[config.mk]
export PLATFORM = sky130hd
export DESIGN_NAME = wb_bus_arbiter
export DESIGN_NICKNAME = d
export VERILOG_FILES = /design/src/rtl/wb_bus_arbiter.sv
export SDC_FILE = /design/constraint.sdc
export NUM_CORES = 1
export LEC_CHECK = 0
export CAP_MARGIN = 20
export CORE_AREA = 2 2 120 122
export DETAILED_ROUTE_END_ITERATION = 10
export DIE_AREA = 0 0 122 124
export PLACE_DENSITY_LB_ADDON = 0.08
export RECOVER_POWER = 25
export SETUP_SLACK_MARGIN = 0.4
export SLEW_MARGIN = 20
export SYNTH_ARGS = -nofsm -noshare
export SYNTH_HDL_FRONTEND = slang
export SYNTH_SLANG_ARGS = --single-unit
[constraint.sdc]
create_clock -name clk -period 3.1 [get_ports clk]
set_input_delay 0.93 -clock clk [delete_from_list [all_inputs] [get_ports clk]]
set_output_delay 0.93 -clock clk [all_outputs]
set_load 0.02 [all_outputs]
[src/rtl/wb_bus_arbiter.sv]
// Registered two-master Wishbone arbiter in front of the core memory slave.
// Master 0 is the interpreter and master 1 is the core. Round-robin on ties, interpreter lock, per-transfer ack timeout.
//
// state | meaning
// IDLE  | no grant, arbitration decision registered for next cycle
// GNT0  | interpreter (m0) owns the slave
// GNT1  | core (m1) owns the slave
// ABORT | one-cycle abort of a timed-out transfer, err to the owner
module wb_bus_arbiter #(
    parameter int ADDR_WIDTH     = 32,
    parameter int DATA_WIDTH     = 32,
    parameter int TIMEOUT_CYCLES = 255,
    parameter int TIMEOUT_BITS   = 8
) (
    input  logic                  clk,
    input  logic                  rst,
    input  logic                  lock_i,
    input  logic                  m0_cyc_i,
    input  logic                  m0_stb_i,
    input  logic                  m0_we_i,
    input  logic [ADDR_WIDTH-1:0] m0_addr_i,
    input  logic [DATA_WIDTH-1:0] m0_data_i,
    output logic [DATA_WIDTH-1:0] m0_data_o,
    output logic                  m0_ack_o,
    output logic                  m0_err_o,
    input  logic                  m1_cyc_i,
    input  logic                  m1_stb_i,
    input  logic                  m1_we_i,
    input  logic [ADDR_WIDTH-1:0] m1_addr_i,
    input  logic [DATA_WIDTH-1:0] m1_data_i,
    output logic [DATA_WIDTH-1:0] m1_data_o,
    output logic                  m1_ack_o,
    output logic                  m1_err_o,
    output logic                  s_cyc_o,
    output logic                  s_stb_o,
    output logic                  s_we_o,
    output logic [ADDR_WIDTH-1:0] s_addr_o,
    output logic [DATA_WIDTH-1:0] s_data_o,
    input  logic [DATA_WIDTH-1:0] s_data_i,
    input  logic                  s_ack_i,
    output logic [1:0]            grant_o,
    output logic                  timeout_o
);

    typedef enum logic [1:0] {
        ST_IDLE  = 2'd0,
        ST_GNT0  = 2'd1,
        ST_GNT1  = 2'd2,
        ST_ABORT = 2'd3
    } state_t;

    // The abort fires on the stalled cycle that would bring the count up to TIMEOUT_CYCLES.
    localparam logic [TIMEOUT_BITS-1:0] TMO_LAST =
        (TIMEOUT_CYCLES > 0) ? TIMEOUT_BITS'(TIMEOUT_CYCLES - 1) : '0;
    localparam logic TMO_EN = (TIMEOUT_CYCLES != 0);

    state_t                  state;
    state_t                  state_next;
    logic                    last_grant;
    logic [TIMEOUT_BITS-1:0] tmo_cnt;
    logic [TIMEOUT_BITS-1:0] tmo_cnt_next;
    logic                    req0;
    logic                    req1;
    logic                    granted;
    logic                    stalled;
    logic                    tmo_hit;

    assign req0    = m0_cyc_i & m0_stb_i;
    assign req1    = m1_cyc_i & m1_stb_i & ~lock_i;
    assign granted = (state == ST_GNT0) || (state == ST_GNT1);
    assign stalled = granted & s_stb_o & ~s_ack_i;
    assign tmo_hit = TMO_EN & stalled & (tmo_cnt == TMO_LAST);

    assign tmo_cnt_next = (stalled && (state_next == state))
                          ? tmo_cnt + TIMEOUT_BITS'(1) : '0;

    always_ff @(posedge clk or posedge rst) begin
        if (rst) begin
            state <= ST_IDLE;
        end else begin
            state <= state_next;
        end
    end

    always_ff @(posedge clk or posedge rst) begin
        if (rst) begin
            last_grant <= 1'b1;
            tmo_cnt    <= '0;
            timeout_o  <= 1'b0;
        end else begin
            if (state_next == ST_GNT0) begin
                last_grant <= 1'b0;
            end else if (state_next == ST_GNT1) begin
                last_grant <= 1'b1;
            end
            tmo_cnt <= tmo_cnt_next;
            if (state_next == ST_ABORT) begin
                timeout_o <= 1'b1;
            end
        end
    end

    always_comb begin
        state_next = state;
        case (state)
            ST_IDLE: begin
                if (req0 && req1) begin
                    state_next = last_grant ? ST_GNT0 : ST_GNT1;
                end else if (req0) begin
                    state_next = ST_GNT0;
                end else if (req1) begin
                    state_next = ST_GNT1;
                end
            end
            ST_GNT0: begin
                if (tmo_hit) begin
                    state_next = ST_ABORT;
                end else if (!m0_cyc_i) begin
                    state_next = req1 ? ST_GNT1 : ST_IDLE;
                end
            end
            // lock only gates new m1 grants; an m1 cycle in flight runs to completion
            ST_GNT1: begin
                if (tmo_hit) begin
                    state_next = ST_ABORT;
                end else if (!m1_cyc_i) begin
                    state_next = req0 ? ST_GNT0 : ST_IDLE;
                end
            end
            ST_ABORT: state_next = ST_IDLE;
            default:  state_next = ST_IDLE;
        endcase
    end

    always_comb begin
        s_cyc_o   = 1'b0;
        s_stb_o   = 1'b0;
        s_we_o    = 1'b0;
        s_addr_o  = '0;
        s_data_o  = '0;
        m0_data_o = '0;
        m0_ack_o  = 1'b0;
        m0_err_o  = 1'b0;
        m1_data_o = '0;
        m1_ack_o  = 1'b0;
        m1_err_o  = 1'b0;
        grant_o   = 2'b00;
        case (state)
            ST_GNT0: begin
                s_cyc_o   = m0_cyc_i;
                s_stb_o   = m0_stb_i;
                s_we_o    = m0_we_i;
                s_addr_o  = m0_addr_i;
                s_data_o  = m0_data_i;
                m0_ack_o  = s_ack_i;
                m0_data_o = s_data_i;
                grant_o   = 2'b01;
            end
            ST_GNT1: begin
                s_cyc_o   = m1_cyc_i;
                s_stb_o   = m1_stb_i;
                s_we_o    = m1_we_i;
                s_addr_o  = m1_addr_i;
                s_data_o  = m1_data_i;
                m1_ack_o  = s_ack_i;
                m1_data_o = s_data_i;
                grant_o   = 2'b10;
            end
            // last_grant still names the master whose transfer was aborted
            ST_ABORT: begin
                m0_err_o = ~last_grant;
                m1_err_o = last_grant;
            end
            default: ;
        endcase
    end

endmodule

==> flow_summary.yaml <==
run_status:
  status: "finished clean"
setup_path:
  critical_path.max_fanout: 8
  startpoint_type: "input pin"
  arrival_ps: 2780
  cp_slowest_cell: "dlygate4sd3_1"
  worst_path_dominant_cell_family: "compound AO/OA/AOI/OAI gates"
  slowest_delay_ps: 540
  path_cells: "dlygate4sd3_1 > nand3b_1 > o2bb2ai_1 > a21o_1 > o211ai_1 > nor3_1"
  path_class: "in2reg"
  crit_required_ps: 3180
  critPathCaptureType: "flip-flop"
  critPathBufInv: 1
timing:
  rsz0062_at_grt: "yes"
  slew_viol_final: 0
  post-route-period-util_pct: 87.1
  worst_pin_slew_ps: 645
  setup_violations: 0
  period_minus_slack_ps: 2700
  clock_skew_ps: 2.87
  hold_viol: 0
  fmax_ghz: 0.370
  slew_headroom_pct: 56.8
  worst_slack_ps: 399
drt:
  antenna_left: 0
  drcViolationCount: 0
  drt_first_pass_iters: 4
  wire_per_inst_um: 18.3
  vias: 3579
  drtIter0Drc: 110
  drt_wl_total_mm: 14.9
  vias_per_cell: 4.40
power_and_ir_drop:
  total_power_mw: 4.61
  power_leakage_nw: 2.88
  p_per_area_nw_per_um2: 815
  peakVddDrop_mv: 0.544
synth:
  syn-cell-area_um2: 2350
  synth_edf_count: 0
  synth-warning-count: 0
  synth_top_cell_area_share_pct: 21.1
  synth_top_area_cell: "a22oi_1"
  synthCells: 329
  synth_cell_type_count: 38
  avgSynthCellArea_um2: 7.13
  ys_seq_area_share_pct: 12.9
  ys_ff_latch: 12
  syn_nets: 509
  synthTopCellsByArea: "a22oi_1 21%, and2_1 18%, nor2b_1 18%"
  async_flop_share_pct: 100
  synth_ff_type: "dfrtp_1"
floorplanning:
  core_um2: 13700
  die-height_um: 124
  start_util_pct: 17.1
  rows: 43
  dieArea_um2: 15100
  io_pins: 308
  chipWidth_um: 122
clocking:
  path_clk_slew_ps: 40
  cts_setup_buffers: 0
  tritoncts: "built"
  cts.path.max_buffers: 2
  cts_buffers: 3
  cts-root-buf: "clkbuf_16"
  insertion_delay_ps: 230
  clock-sinks: 12
  h-tree-depth: 1
  ctsHoldBuffers: 0
finish:
  nets: 811
  fin_area_um2: 5660
  fillers: 1441
  drive_above_1_share_pct: 29.7
  syn2layout_area_growth_pct: 141
global_route:
  grt.total_usage_pct: 17.5
  antenna_found_initial: 4
  gr-total-overflow: 0
  grt_pass1_vias: 3487
  grt_pass1_wl_mm: 20.3
  grt_start_max_net_pins: 52
placement:
  gp_congestion: 0.791
  place_hpwl_mm: 12.3
  placed_area_um2: 5810
  dpl_worst_slack_ps: -258
  io_buffer_count: 307
hold_path:
  hp-class: "reg2reg"
run:
  drv_cap: 0
worst register-to-register path, cell delays in order, from the launching register on:
cell and delay, ps:
dfrtp_1 380, buf_4 180, ha_4 200, buf_12 170, a22o_4 280, and4b_1 210
a21oi_1 270, a21oi_1 170, ha_1 220, or2_2 260
flip-flops by register name (all words and copies together) (netlist names):
signal / cells
tmo_cnt: 8
state: 2
last_grant: 1
timeout_o: 1
metal layers:
layer / vias up / part of all wire, % / GRT usage [%]
li1: 1760 / - / -
met1: 1634 / 37 / 20.1
met2: 177 / 53 / 32.6
met3: 8 / 9.1 / 5.04
met4: 0 / 0.85 / 2.95
met5: - / 0 / 0
area by class of cell:
| type | count | area [um^2] | area share, % |
|---|---|---|---|
| clock buffers | 4 | 88.8 | 1.57 |
| multi-input cells | 281 | 2070 | 36.6 |
| inverters | 6 | 22.5 | 0.398 |
| flip-flops and latches | 12 | 302 | 5.33 |
| repair buffers | 327 | 2940 | 52.0 |
| diodes | 4 | 10.0 | 0.177 |
| well taps | 180 | 225 | 3.98 |
final timing paths:
kind	slack (ps)	start	to	cells past startpoint
hold reg to reg	460	timeout_o$_DFFE_PP0N_	timeout_o$_DFFE_PP0N_	1
max in group asynchronous	1600	rst	last_grant$_DFFE_PP1P_	2
setup / recovery	400	lock_i	tmo_cnt[2]$_DFF_PP0_	6
hold / removal	460	timeout_o$_DFFE_PP0N_	timeout_o$_DFFE_PP0N_	1
setup reg to reg	640	state[1]$_DFF_PP0_	timeout_o$_DFFE_PP0N_	9
min in group asynchronous	1150	rst	tmo_cnt[2]$_DFF_PP0_	2
per-stage QoR:
| stage | instances | TNS [ps] | util (%) | hold slack (ps) |
|---|---|---|---|---|
| floorplan | 329 | 0 | - | 498 |
| global placement | 806 | -3110 | 42.4 | 454 |
| detailed placement | 806 | -3390 | 42.4 | 455 |
| CTS | 810 | 0 | 39.4 | 465 |
| global route | 813 | 0 | 41.2 | 495 |
| finish | 814 | 0 | 41.2 | 456 |
power breakdown:
part           internal [mW]  switching (mW)
sequential             0.183          0.0162
combinational           1.83            2.33
clock                  0.194          0.0603
total                   2.21            2.40
cell usage after synthesis, drive strengths merged (2+ instances only):
cell type	n
and2	68
nor2b	67
a22oi	66
clkbuf	19
nand2	13
buf	11
dfrtp	11
ha	10
nand3	9
nor3	8
nor2	7
inv	6
a21oi	5
xnor2	3
xor2	3
a311oi	2
nand3b	2
nor4b	2
o211ai	2
kinds of logic after synthesis:
kind of cell    after synthesis  share of synthesized area (%)
simple gates                182                           46.7
flops                        12                           12.9
mux                           1                          0.640
fa+ha+maj                    10                           5.33
compound gates               82                           26.3
buf+inv                      36                           5.87
xor+xnor                      6                           2.24
what timing repair did:
| action | 4_1_cts | 5_1_grt |
|---|---|---|
| pin swaps | 11 | 17 |
| endpoints found under the setup margin | 133 | 66 |
| endpoints found under the hold margin | 0 | 0 |
| resized for setup | 562 | 118 |
placed cells by master (no fill, tap or decap), drive strengths merged, types with 3 or more instances in the layout:
master and n:
buf 143, clkdlybuf4s50 90, and2 68, nor2b 67
a22oi 66, dlymetal6s2s 54, dlygate4sd2 25, clkbuf 14
nand2 13, dfrtp 11, ha 10, nand3 9
nor3 8, nor2 7, inv 6, a21oi 5
diode 4, dlygate4sd3 4, xnor2 3, xor2 3
No activity file was read; power rests on OpenSTA's default activity.
